[src/rtl/flow_ctrl.sv]
// flow_ctrl: program counter, return stack and prioritised interrupt unit; nesting when FLOW_CTRL_NEST_EN is defined
module flow_ctrl #(
  parameter int MINSTW = 9,
  parameter int SDEPTH = 8,
  parameter int NUITRS = 4,
  parameter int RSTADD = 0,
  parameter int ITRADD = 16,
  parameter int ITRSTP = 2
) (
  input  logic                        clk,
  input  logic                        rst,
  input  logic                        en,
  input  logic                        jmp,
  input  logic [MINSTW-1:0]           jmp_addr,
  input  logic                        cal,
  input  logic                        ret,
  input  logic                        reti,
  input  logic                        ie_set,
  input  logic                        ie_clr,
  input  logic [NUITRS-1:0]           itr_req,
  input  logic                        clr_err,
  output logic [MINSTW-1:0]           pc,
  output logic [NUITRS-1:0]           itr_ack,
  output logic                        itr_active,
  output logic [$clog2(SDEPTH+1)-1:0] stk_lvl,
  output logic                        stk_ovf,
  output logic                        stk_unf
);
  localparam int LW = $clog2(SDEPTH+1);
  localparam int AW = $clog2(SDEPTH);
  localparam int SW = NUITRS > 1 ? $clog2(NUITRS) : 1;
  localparam logic [LW-1:0] FULL = LW'(SDEPTH);
  logic [MINSTW-1:0] stk [SDEPTH];
  logic [NUITRS-1:0] pend, req_q, isr, acc;
  logic ie, excl, hit, seen, push, pop, ovf_e, unf_e, isr_clr;
  logic [SW-1:0] idx;
  logic [MINSTW-1:0] pc_n, push_d, top, vec;
  assign top = stk[stk_lvl[AW-1:0] - AW'(1)];
  assign vec = MINSTW'(ITRADD + int'(idx) * ITRSTP);
  assign acc = (en && hit) ? NUITRS'(1) << idx : '0;
  assign itr_active = |isr;
`ifdef FLOW_CTRL_NEST_EN
  assign excl = 1'b1;
  // in-service mask, one bit per nested level; reti retires the lowest set bit
  always_ff @(posedge clk or negedge rst)
    if (!rst) isr <= '0;
    else isr <= isr_clr ? isr & (isr - NUITRS'(1)) : isr | acc;
`else
  logic act;
  logic [SW-1:0] src;
  assign excl = ~act;
  assign isr = act ? NUITRS'(1) << src : '0;
  // single in-service flag plus the index of the source being served
  always_ff @(posedge clk or negedge rst)
    if (!rst) begin
      act <= 1'b0;
      src <= '0;
    end else begin
      act <= isr_clr ? 1'b0 : (|acc) ? 1'b1 : act;
      src <= (|acc) ? idx : src;
    end
`endif
  // lowest-index pending source not masked by an equal-or-higher priority level in service
  always_comb begin
    seen = 1'b0;
    hit = 1'b0;
    idx = '0;
    for (int i = 0; i < NUITRS; i++) begin
      seen = seen | isr[i];
      if (!hit && ie && excl && stk_lvl != FULL && pend[i] && !seen) begin
        hit = 1'b1;
        idx = SW'(i);
      end
    end
  end
  // one action per enabled cycle: entry, return, call, jump, then sequential advance
  always_comb begin
    pc_n = pc + MINSTW'(1);
    push = 1'b0;
    pop = 1'b0;
    push_d = pc + MINSTW'(1);
    ovf_e = 1'b0;
    unf_e = 1'b0;
    isr_clr = 1'b0;
    if (!en) pc_n = pc;
    else if (hit) begin
      pc_n = vec;
      push = 1'b1;
      push_d = pc;
    end else if (ret || reti) begin
      isr_clr = reti;
      unf_e = stk_lvl == '0;
      pop = stk_lvl != '0;
      pc_n = pop ? top : pc_n;
    end else if (cal) begin
      pc_n = jmp_addr;
      ovf_e = stk_lvl == FULL;
      push = stk_lvl != FULL;
    end else if (jmp) pc_n = jmp_addr;
  end
  // control state: pc, occupancy, pending capture, enable and sticky errors
  always_ff @(posedge clk or negedge rst)
    if (!rst) begin
      pc <= MINSTW'(RSTADD);
      stk_lvl <= '0;
      req_q <= '0;
      pend <= '0;
      ie <= 1'b0;
      itr_ack <= '0;
      stk_ovf <= 1'b0;
      stk_unf <= 1'b0;
    end else begin
      pc <= pc_n;
      stk_lvl <= push ? stk_lvl + LW'(1) : pop ? stk_lvl - LW'(1) : stk_lvl;
      req_q <= itr_req;
      pend <= (pend & ~acc) | (itr_req & ~req_q);
      ie <= ie_clr ? 1'b0 : ie_set ? 1'b1 : ie;
      itr_ack <= acc;
      stk_ovf <= ovf_e | (stk_ovf & ~clr_err);
      stk_unf <= unf_e | (stk_unf & ~clr_err);
    end
  // return-stack storage; writes only below the full mark
  always_ff @(posedge clk)
    if (push) stk[stk_lvl[AW-1:0]] <= push_d;
endmodule

[config.mk]
export PLATFORM = sky130hd
export DESIGN_NAME = flow_ctrl
export DESIGN_NICKNAME = d
export VERILOG_FILES = /design/src/rtl/flow_ctrl.sv
export SDC_FILE = /design/constraint.sdc
export NUM_CORES = 1
export LEC_CHECK = 0
export CAP_MARGIN = 10
export CORE_MARGIN = 2
export CORE_UTILIZATION = 50
export DETAILED_ROUTE_END_ITERATION = 6
export GPL_TIMING_DRIVEN = 1
export HOLD_SLACK_MARGIN = 0.03
export PLACE_DENSITY = 0.74
export RECOVER_POWER = 50
export SLEW_MARGIN = 40
export SYNTH_ARGS = -nofsm -noshare
export SYNTH_HDL_FRONTEND = slang
export SYNTH_SLANG_ARGS = --single-unit
[constraint.sdc]
create_clock -name clk -period 7.1 [get_ports clk]
set_input_delay 1.42 -clock clk [delete_from_list [all_inputs] [get_ports clk]]
set_output_delay 1.42 -clock clk [all_outputs]
set_load 0.02 [all_outputs]
==> flow_metrics.env, run 1 <==
export IMPL_synth_seq_cells=103
export IMPL_fmax_mhz=228
export IMPL_grt_use_total_pct=22.3
export IMPL_dp_hpwl_mm=7.30
export IMPL_wire_per_inst_um=22.1
export IMPL_antenna_found_initial=0
export IMPL_globalplace_congestion=0.871
export IMPL_die_area_um2=10100
export IMPL_max_cap_violations=1
export IMPL_path_clk_slew_ps=110
export IMPL_hold_path_class="flip-flop to flip-flop"
export IMPL_grt_pass1_wl_mm=16.5
export IMPL_clock_latency_ps=380
export IMPL_synthCells=321
export IMPL_yosysTopAreaCellShare_pct=46.5
export IMPL_p_sw_mw=0.886
export IMPL_worst_slack_ps=2710
export IMPL_synthArstFlopShare_pct=30.1
export IMPL_critPathLaunchType="primary input"
export IMPL_avgSynthCellArea_um2=14.5
export IMPL_drcViolationCount=0
export IMPL_ir_drop_v=0.000182
export IMPL_min_delay_start="req_q[0]$_DFF_PN0_"
export IMPL_crit_arrival_ps=4490
export IMPL_multi_input_area_um2=1600
export IMPL_crit_reg2reg_launch="stk_lvl[0]$_DFFE_PN0P_"
export IMPL_ant_nets=0
export IMPL_grtUsageMet1_pct=31.2
export IMPL_gr_usage_met2_pct=34.3
export IMPL_fin_nets=392
export IMPL_synth_flop_cell="edfxtp_1"
export IMPL_synth_area_leaders="edfxtp_1, dfrtp_1, mux4_2"
export IMPL_r2r_setup_slack_ps=3820
export IMPL_drive_gt1_share_pct=16.0
export IMPL_internal_power_mw=1.36
export IMPL_rsz0062_at_grt="false"
export IMPL_cpMaxStageDelayCell="clkbuf_1"
export IMPL_drt_wl_total_mm=10.6
export IMPL_grt_max_degree=32
export IMPL_p_seq_share_pct=41.5
export IMPL_worstPathRequired_ps=7200
export IMPL_cts_sinks=103
export IMPL_cts_buffers=9
export IMPL_crit_chain="dlygate4sd3_1 > clkbuf_1 > a32o_1 > nand3_2 > nor3_1 > buf_4"
export IMPL_comb_power_share_pct=41.4
export IMPL_antenna_cells=0
export IMPL_die_x_um=100
export IMPL_gr_total_overflow=0
export IMPL_fillerInstances=719
export IMPL_io_pins=43
export IMPL_initial_core_util_pct=51.0
export IMPL_end_kind="flip-flop"
export IMPL_fp_dieH_um=100
export IMPL_synth_most_common_cell="edfxtp_1"
export IMPL_crit_type="primary input to flip-flop"
export IMPL_drv_slew=32
export IMPL_cts_resized=0
export IMPL_grt_pass1_vias=2975
export IMPL_synth_area_um2=4650
export IMPL_powerDensity_nw_per_um2=417
export IMPL_fin_skew_ps=7.28
export IMPL_worst_pin_slew_ps=1690
export IMPL_vias=2952
export IMPL_setup_tns_ps=0
export IMPL_cts_buffer_depth=2
export IMPL_vias_per_cell=6.15
export IMPL_min_period_over_period_pct=61.8
export IMPL_cts_tree="built"
export IMPL_core_um2=9110
export IMPL_final_setup_viol_count=0
export IMPL_drtPass1Iterations=5
export IMPL_synth_edf_count=72
export IMPL_ys_types=62
export IMPL_swShare_pct=39.4
export IMPL_drt_iter0_markers=283
export IMPL_crit_path_start="en"
export IMPL_path_buf_inv=3
export IMPL_postCtsHoldBufs=0
export IMPL_grtUsageMet3_pct=5.01
export IMPL_period_minus_slack_ps=4390
export IMPL_p_clk_share_pct=17.1
export IMPL_area_growth_pct=16.0
export IMPL_synth_fp_nets=349
export IMPL_preCtsSetupSlack_ps=3030
export IMPL_yosys_warnings=0
export IMPL_max_stage_delay_ps=840
export IMPL_root_buffer="clkbuf_8"
export IMPL_finalPower_mw=2.25
export IMPL_rows=35
export IMPL_p_leak_nw=1.93
export IMPL_numPortBuffers=42
export IMPL_cp_max_fo=26
export IMPL_max_slew_margin_rel_pct=-12.8
export IMPL_top_usage_layer="met2"
export IMPL_synth_top_area_cell="edfxtp_1"
export IMPL_violations="capacitance limit, slew limit"
export IMPL_synth_common_cells="edfxtp_1, dfrtp_1, mux4_2"
export IMPL_regArea_um2=2940
export IMPL_cts_setup_buffers=0
export IMPL_cpLargestDelayFamily="buffers and inverters"
export IMPL_ys_seq_area_share_pct=63.2
export IMPL_status="complete, but fails checks"
export IMPL_hold_violations=0
export IMPL_h_tree_depth=3
## layer usage
layer  up-vias  part of all wire (%)
li1       1321                     -
met1      1484                    43
met2       128                    47
met3        19                   7.3
met4         0                   2.5
met5         -                     0
## worst paths after layout
path / endpoint / depth (start not counted)
setup / recovery: stk[1][4]$_DFFE_PP_ / 6
hold / removal: pend[0]$_DFF_PN0_ / 1
setup reg to reg: stk[3][1]$_DFFE_PP_ / 8
hold reg to reg: pend[0]$_DFF_PN0_ / 1
max in group asynchronous: pc[5]$_DFFE_PN0P_ / 2
min in group asynchronous: req_q[2]$_DFF_PN0_ / 2
## cell families after synthesis
family / after synthesis / share of synthesized area (%)
simple gates: 76 / 8.91
flops: 103 / 63.2
xor+xnor: 14 / 2.64
mux: 27 / 11.0
fa+ha+maj: 5 / 1.51
buf+inv: 28 / 2.77
compound gates: 68 / 10.0
## final cells by class
class                      instances  area share (%)
clock buffer                       9            2.30
clock inverter                     7            1.69
inverter                          13           0.904
multi-input combinational        190            29.7
sequential                       103            54.5
tap                              111            2.57
timing repair buffer              47            8.35
## flip-flops by register name (all words and copies together), names as in the netlist, 2 cells and up
register	flops
stk_lvl	4
src	2
pend	4
stk	72
req_q	4
itr_ack	4
pc	9
## power groups by stage
| stage | Sequential (mW) | Combinational (mW) | Clock, mW |
|---|---|---|---|
| 6_report | 0.933 | 0.932 | 0.384 |
| 5_1_grt | 0.944 | 0.994 | 0.415 |
| 4_1_cts | 0.932 | 0.942 | 0.391 |
| 3_5_place_dp | 0.944 | 0.938 | 0 |
| 3_3_place_gp | 0.938 | 0.918 | 0 |
| 2_1_floorplan | 0.936 | 0.624 | 0 |
## cell usage in the layout (no fill, tap or decap), types with 4 or more instances in the layout
cell type	instances
mux2_1	4
mux4_2	18
clkdlybuf4s50_1	20
o21ai_0	15
nand4_1	4
xor2_1	4
nand2_1	17
nor2_1	15
dlygate4sd3_1	22
ha_1	4
edfxtp_1	72
dfrtp_1	31
nor3_1	5
a21o_1	4
nand3_1	8
a21oi_1	10
clkbuf_8	9
xnor2_1	10
o22ai_1	9
inv_1	12
o21ai_1	6
## metrics by stage
| step | instance area (um^2) | hold slack (ps) | instances | util [%] |
|---|---|---|---|---|
| 5_1_grt | 5400 | 460 | 480 | 59.2 |
| 3_3_place_gp | 5170 | 427 | 464 | 56.8 |
| 3_5_place_dp | 5200 | 431 | 464 | 57.1 |
| 4_1_cts | 5410 | 442 | 480 | 59.4 |
| 2_1_floorplan | 4650 | 410 | 321 | - |
| 6_report | 5400 | 444 | 480 | 59.2 |
Power figures use the tool's default switching activity.
==> run 2, diff against run 1 <==
PLACE_DENSITY = 0.77   (was 0.74)
clock period = 3.75 ns   (was 7.1 ns; I/O delays follow)
==> flow_metrics.env, run 2 (synthesis results as in run 1) <==
export IMPL_vias_per_cell=6.09
export IMPL_cpMaxStageDelayCell="dlygate4sd3_1"
export IMPL_numPortBuffers=42
export IMPL_cts_tree="built"
export IMPL_crit_type="primary input to flip-flop"
export IMPL_largest_reg_flops=72
export IMPL_regArea_um2=2940
export IMPL_hold_path_class="flip-flop to flip-flop"
export IMPL_status="complete, but fails checks"
export IMPL_drtPass1Iterations=4
export IMPL_min_period_over_period_pct=81.1
export IMPL_postCtsHoldBufs=0
export IMPL_max_stage_delay_ps=570
export IMPL_powerDensity_nw_per_um2=761
export IMPL_clock_latency_ps=370
export IMPL_ant_nets=0
export IMPL_vias=2965
export IMPL_root_buffer="clkbuf_8"
export IMPL_worstPathRequired_ps=3750
export IMPL_fin_hold_ws_ps=448
export IMPL_worst_pin_slew_ps=1830
export IMPL_drv_slew=32
export IMPL_fmax_mhz=329
export IMPL_finalPower_mw=4.07
export IMPL_rsz0062_at_grt="false"
export IMPL_fillerInstances=740
export IMPL_fin_skew_ps=17.4
export IMPL_grt_use_total_pct=21.4
export IMPL_violations="capacitance limit, slew limit"
export IMPL_initial_core_util_pct=51.0
export IMPL_critPathLaunchType="primary input"
export IMPL_h_tree_depth=3
export IMPL_cpLargestDelayFamily="buffers and inverters"
export IMPL_drive_gt1_share_pct=13.6
export IMPL_drt_wl_total_mm=10.2
export IMPL_drcViolationCount=0
export IMPL_final_setup_viol_count=0
export IMPL_rows=35
export IMPL_cts_setup_buffers=0
export IMPL_crit_chain="dlygate4sd3_1 > nor2_1 > clkbuf_1 > a32o_1 > nand3_2 > nor4_1 > clkbuf_1"
export IMPL_setup_tns_ps=0
export IMPL_grt_pass1_vias=2924
export IMPL_gr_total_overflow=0
export IMPL_drt_iter0_markers=283
export IMPL_globalplace_congestion=0.940
export IMPL_grt_max_degree=32
export IMPL_core_um2=9110
export IMPL_antenna_cells=0
export IMPL_grt_pass1_wl_mm=16.0
export IMPL_mostFrequentLayoutCell="edfxtp_1"
export IMPL_die_area_um2=10100
export IMPL_crit_arrival_ps=3040
export IMPL_cts_sinks=103
export IMPL_multi_input_area_um2=1550
export IMPL_max_cap_violations=1
export IMPL_path_buf_inv=3
export IMPL_ir_drop_v=0.000399
export IMPL_fp_dieH_um=100
export IMPL_io_pins=43
export IMPL_hold_violations=0
export IMPL_end_kind="flip-flop"
export IMPL_path_clk_slew_ps=110
export IMPL_layout_common_cells="edfxtp_1, dfrtp_1, dlygate4sd3_1"
export IMPL_cts_resized=0
export IMPL_antenna_found_initial=0
export IMPL_die_x_um=100
export IMPL_cts_buffer_depth=2
export IMPL_crit_path_frequent_cell="clkbuf_1"
export IMPL_cp_max_fo=9
export IMPL_p_leak_nw=1.91
export IMPL_fin_nets=399
export IMPL_dp_hpwl_mm=6.86
export IMPL_wire_per_inst_um=21.0
export IMPL_max_slew_margin_rel_pct=-21.8
export IMPL_cts_buffers=9
export IMPL_area_growth_pct=15.0
export IMPL_period_minus_slack_ps=3040
==> run 2: cell count changes in the layout (fill, tap and decap cells not counted), moves of 2 or more <==
cell / before / now
clkbuf_1: 2 / 9
nor3_1: 5 / 7
clkinv_8: 2 / 0
o21ai_0: 15 / 8
nor2_1: 15 / 17
clkdlybuf4s50_1: 20 / 17
nor3_2: 2 / 0
nor2_2: 3 / 1
dlygate4sd3_1: 22 / 25
o21ai_1: 6 / 13
==> run 2: worst register-to-register path: stages (launching register included) <==
cell      delay [ps]
dfrtp_1          540
inv_1            100
ha_1             260
nand3b_1         260
and2_0           320
nand2_1          290
nor2_2           410
mux2_1           470
==> run 2: final timing paths <==
check	end	cells after the start	from	slack, ps
max	stk[0][4]$_DFFE_PP_	7	reti	710
min	pend[3]$_DFF_PN0_	1	req_q[3]$_DFF_PN0_	450
min in group asynchronous	pend[3]$_DFF_PN0_	2	rst	1400
max in group asynchronous	pc[7]$_DFFE_PN0P_	2	rst	1290
min reg2reg	pend[3]$_DFF_PN0_	1	req_q[3]$_DFF_PN0_	450
max reg2reg	stk[4][1]$_DFFE_PP_	7	stk_lvl[1]$_DFFE_PN0P_	810
==> run 2: report_power, final <==
part | internal (mW) | switching [mW] | leakage [nW] | total, mW
clock | 0.261 | 0.414 | 0.0968 | 0.675
combinational | 0.739 | 0.918 | 0.797 | 1.66
sequential | 1.55 | 0.189 | 1.01 | 1.74
total | 2.55 | 1.52 | 1.91 | 4.07
==> run 2: layout make-up <==
type	instances	area share (%)
repair buffers	54	8.99
flip-flops and latches	103	55.0
inverters	13	0.913
well taps	111	2.60
multi-input cells	190	29.0
clock inverters	6	1.12
clock buffers	10	2.39
==> run 2: per-layer routing <==
layer  up-vias  global-route usage, %  wire [um]
li1       1341                      -          -
met1      1505                   29.3       4390
met2       109                   35.7       5030
met3        10                   3.62        705
met4         0                   6.11        111
met5         -                      0          0
==> run 2: through the flow <==
stage	util (%)	cells	instance area (um^2)	setup slack, ps
after CTS	59.4	487	5410	1060
after global routing	58.7	487	5350	504
after detailed placement	57.4	471	5230	734
after floorplan	-	321	4650	857
after global placement	57.4	471	5230	789
final	58.7	487	5350	708
==> run 3, diff against run 2 <==
clock period = 2.7 ns   (was 3.75 ns; I/O delays follow)
==> flow_metrics.env, run 3 (synthesis results as in run 1) <==
export IMPL_status="complete, but fails checks"
export IMPL_violations="capacitance limit, slew limit"
export IMPL_dp_hpwl_mm=7.27
export IMPL_grt_max_degree=32
export IMPL_p_leak_nw=1.98
export IMPL_root_buffer="clkbuf_8"
export IMPL_p_seq_share_pct=41.4
export IMPL_critPathLaunchType="flip-flop"
export IMPL_grt_pass1_wl_mm=17.1
export IMPL_gr_total_overflow=0
export IMPL_cts_setup_buffers=0
export IMPL_hold_path_class="flip-flop to flip-flop"
export IMPL_final_setup_viol_count=0
export IMPL_ant_nets=0
export IMPL_postCtsHoldBufs=0
export IMPL_fin_hold_ws_ps=442
export IMPL_swShare_pct=37.5
export IMPL_fp_dieH_um=100
export IMPL_grt_use_total_pct=22.8
export IMPL_vias=3031
export IMPL_worst_slack_ps=171
export IMPL_fin_nets=409
export IMPL_preCtsSetupSlack_ps=86.6
export IMPL_h_tree_depth=3
export IMPL_stdcell_count=497
export IMPL_drive_gt1_share_pct=16.8
export IMPL_end_kind="flip-flop"
export IMPL_p_clk_share_pct=16.4
export IMPL_die_x_um=100
export IMPL_max_cap_violations=1
export IMPL_drtPass1Iterations=5
export IMPL_fmax_mhz=395
export IMPL_io_pins=43
export IMPL_hold_violations=0
export IMPL_grtUsageMet1_pct=31.8
export IMPL_finalPower_mw=5.80
export IMPL_rsz0062_at_grt="false"
export IMPL_period_minus_slack_ps=2530
export IMPL_p_sw_mw=2.18
export IMPL_cts_buffer_depth=2
export IMPL_antenna_found_initial=0
export IMPL_worstPathRequired_ps=2990
export IMPL_cp_max_fo=6
export IMPL_cts_resized=0
export IMPL_globalplace_congestion=0.929
export IMPL_top_usage_layer="met2"
export IMPL_internal_power_mw=3.63
export IMPL_area_growth_pct=16.9
export IMPL_postPlaceCellArea_um2=5300
export IMPL_comb_power_share_pct=42.3
export IMPL_powerDensity_nw_per_um2=1070
export IMPL_cts_tree="built"
export IMPL_worst_pin_slew_ps=1750
export IMPL_largest_reg_flops=72
export IMPL_wire_per_inst_um=21.1
export IMPL_antenna_cells=0
export IMPL_vias_per_cell=6.10
export IMPL_cts_buffers=9
export IMPL_initial_core_util_pct=51.0
export IMPL_cts_sinks=103
export IMPL_max_slew_margin_rel_pct=-16.4
export IMPL_path_clk_slew_ps=110
export IMPL_core_um2=9110
export IMPL_numPortBuffers=42
export IMPL_dp_cells=481
export IMPL_grt_pass1_vias=3082
export IMPL_crit_type="flip-flop to flip-flop"
export IMPL_fin_skew_ps=15.3
export IMPL_crit_chain="or4_1 > a32o_2 > nand3_2 > ha_1 > a21o_1 > a21oi_1 > nand4_1 > o21ai_1 > xor2_1"
export IMPL_fillerInstances=728
export IMPL_crit_arrival_ps=2820
export IMPL_clock_latency_ps=370
export IMPL_grtUsageMet3_pct=5.78
export IMPL_drcViolationCount=0
export IMPL_drt_iter0_markers=268
export IMPL_final_area_um2=5430
export IMPL_ir_drop_v=0.000497
export IMPL_gr_usage_met2_pct=36.3
export IMPL_mostFrequentLayoutCell="edfxtp_1"
export IMPL_die_area_um2=10100
export IMPL_drt_wl_total_mm=10.5
export IMPL_cpMaxStageDelayCell="or4_1"
export IMPL_min_period_over_period_pct=93.7
export IMPL_layout_common_cells="edfxtp_1, dfrtp_1, clkdlybuf4s50_1, dlygate4sd3_1"
export IMPL_drv_slew=32
export IMPL_max_stage_delay_ps=620
export IMPL_rows=35
run 3: worst paths after layout:
path                       cells after the start  slack, ps                from                      to
min in group asynchronous                      2       1160                 rst    itr_ack[3]$_DFF_PN0_
max reg2reg                                    9        170   pend[0]$_DFF_PN0_  stk_lvl[3]$_DFFE_PN0P_
min                                            1        440  req_q[3]$_DFF_PN0_       pend[3]$_DFF_PN0_
min reg2reg                                    1        440  req_q[3]$_DFF_PN0_       pend[3]$_DFF_PN0_
max                                            9        170   pend[0]$_DFF_PN0_  stk_lvl[3]$_DFFE_PN0P_
max in group asynchronous                      2        530                 rst       pc[4]$_DFFE_PN0P_
run 3: critical path, delay by kind of cell, from the launching register on:
kind / cells / cell delay [ps]
AND/OR/NAND/NOR: 3 / 850
AO/OA/AOI/OAI: 4 / 750
XOR/XNOR: 1 / 160
adder cells (fa/ha/maj): 1 / 250
flip-flops: 1 / 450
run 3: through the flow:
stage	setup TNS, ps	utilization [%]
global route	0	59.7
finish	0	59.7
floorplan	-34.2	-
CTS	0	60.3
detailed placement	0	58.2
global placement	0	58.2
run 3: layout make-up:
cell class	count	area, um^2	area share [%]
clock buffers	9	124	2.28
clock inverters	7	72.6	1.34
inverters	13	48.8	0.898
multi-input cells	190	1550	28.6
flip-flops and latches	103	2940	54.1
well taps	111	139	2.56
repair buffers	64	558	10.3
run 3: layer usage:
| metal | up-vias | wire, um |
|---|---|---|
| met5 | - | 0 |
| met4 | 0 | 88 |
| met3 | 9 | 816 |
| met2 | 138 | 5140 |
| met1 | 1529 | 4450 |
| li1 | 1355 | - |
run 3: power groups by stage:
| stage | Clock (mW) | Sequential, mW | Combinational, mW |
|---|---|---|---|
| 2_1_floorplan | 0 | 2.46 | 1.64 |
| 3_3_place_gp | 0 | 2.43 | 2.44 |
| 3_5_place_dp | 0 | 2.43 | 2.51 |
| 4_1_cts | 0.972 | 2.40 | 2.52 |
| 5_1_grt | 1.04 | 2.43 | 2.68 |
| 6_report | 0.950 | 2.40 | 2.45 |
==> RTL edit (settings of run 3) <==
Build with the macro `FLOW_CTRL_NEST_EN` defined.
--- a/src/rtl/flow_ctrl.sv
+++ b/src/rtl/flow_ctrl.sv
@@ -1,2 +1,4 @@
 // flow_ctrl: program counter, return stack and prioritised interrupt unit; nesting when FLOW_CTRL_NEST_EN is defined
+`define FLOW_CTRL_NEST_EN
+
 module flow_ctrl #(
Behaviour: not the same (Yosys sat finds a counterexample within 4 cycles, from zero or initial values and one cycle with rst low).
==> RTL edit against run 3 <==
- area after synthesis shrank 0.30%
- sequential share of layout area fell by 1.1 points
- setup slack got worse by 0.095 ns
- the run still ends with max-capacitance violations, max-slew violations left
- critical endpoint is now itr_active
- routed wire length increased by 0.25%
- utilization is 1.8 points higher
- design area is 3.0% higher
- via count increased by 4.8%
- sequential cell count rose by 1
- total power increased by 2.9%
==> RTL edit: results (changes against run 3) <==
.. list-table::
   :header-rows: 1

   * - Metric
     - Value
   * - Worst Hold Slack
     - 0.428 ns (-0.0144 ns)
   * - Worst r2r dst
     - stk[2][1]
   * - R2r setup slk
     - 0.15 ns (-0.02 ns)
   * - Area fraction in compound gates after synthesis
     - 0.0958 (-0.00456)
   * - Instance area at placement
     - 5450 um2 (+2.9%)
   * - Post-route clock skew
     - 0.0203 ns (+0.00506 ns)
   * - Post-Place Worst Slack
     - 0.0611 ns (-0.0255 ns)
   * - Max capacitance violation total
     - 1 (unchanged)
   * - Most numerous cell types in the synthesized netlist
     - 72 x sky130_fd_sc_hd__edfxtp_1, 32 x sky130_fd_sc_hd__dfrtp_1, 31 x sky130_fd_sc_hd__nand2_1
   * - Worst R2R Path Depth
     - 8 (-1)
   * - Half-perimeter wire length after placement
     - 7.58 mm (+4.3%)
   * - Final count of pins violating max slew
     - 33 (+3.1%)
   * - Leak Pwr
     - 2.12 nW (+7.2%)
   * - Area contributors post-synth
     - sky130_fd_sc_hd__edfxtp_1 47%, sky130_fd_sc_hd__dfrtp_1 17%, sky130_fd_sc_hd__mux4_2 6.8%
   * - Total nets after synthesis
     - 366 (+4.9%)
   * - Post-synth ARST share
     - 0.308 (+0.00672)
   * - Via count of the first global-routing pass
     - 3,168 (+2.8%)
   * - Worst max-slew margin expressed relative to the limit
     - -0.164 (about the same)
   * - Clock period minus final worst setup slack
     - 2.62 ns (+0.0945 ns)
   * - Result of the run
     - finished, violations left
   * - Count of cell types in the netlist
     - 57 (-8.1%)
   * - Peak supply drop
     - 0.476 mV (-4.4%)
   * - DR vias/cell
     - 6.00 (-1.6%)
   * - Max Fanout on Critical Path
     - 7 (+1)
   * - Largest stage delay, worst path
     - 0.54 ns (-0.08 ns)
   * - Area enclosed by the die boundary
     - 10,100 um2 (-0.28%)
   * - Gate count after technology mapping
     - 338 (+5.3%)
   * - Non-filler cells, final
     - 529 (+6.4%)
   * - Overall track demand over capacity in global routing
     - 0.219 (-0.00915)
   * - FF-to-FF Start
     - stk_lvl[0]
   * - Wire length of the first global-routing pass
     - 16.7 mm (-2.3%)
   * - Switching portion of total power
     - 0.387 (+0.0119)
   * - CP Data Arrival Time
     - 2.08 ns (-0.74 ns)
   * - Power drawn by the sequential cells
     - 2.36 mW (-2%)
   * - Weighted congestion at the end of routability-driven global placement
     - 0.888 (-4.4%)
   * - Xor/xnor cell area share of the yosys netlist
     - 0.0283 (+0.00197)
   * - Cell total after placement
     - 513 (+6.7%)
   * - Violations in the final reports
     - max-capacitance violations, max-slew violations
   * - Multiplexer area fraction after synthesis
     - 0.0915 (-0.0180)
   * - Pin count of the biggest net entering global routing
     - 33 (+3.1%)
-- RTL edit: cell count changes after synthesis, sizes merged, moves of 5 or more --
cell	change
o21ai	-5
mux2	-6
nor2	+8
nand2	+15
mux2i	+5
nor3	+5
-- RTL edit: area by class of cell --
cell class,count,area [um2],share of cell area
tap,111,139,0.0248
sequential,104,2960,0.530
timing repair buffer,75,652,0.116
inverter,17,76.3,0.0136
multi-input combinational,206,1560,0.279
clock buffer,9,124,0.0221
clock inverter,7,80.1,0.0143
-- RTL edit: worst max-delay path: cells and delay by family (launching register included) --
family	cells	cell delay (ns)
buffers and inverters	1	0.54
flip-flops	1	0.46
AND/OR/NAND/NOR	2	0.72
-- RTL edit: metal layers --
metal | up-vias | share of wire | track usage
li1 | 1429 | - | -
met5 | - | 0 | 0
met2 | 169 | 0.49 | 0.355
met3 | 14 | 0.078 | 0.0474
met4 | 0 | 0.011 | 0.0674
met1 | 1563 | 0.42 | 0.299
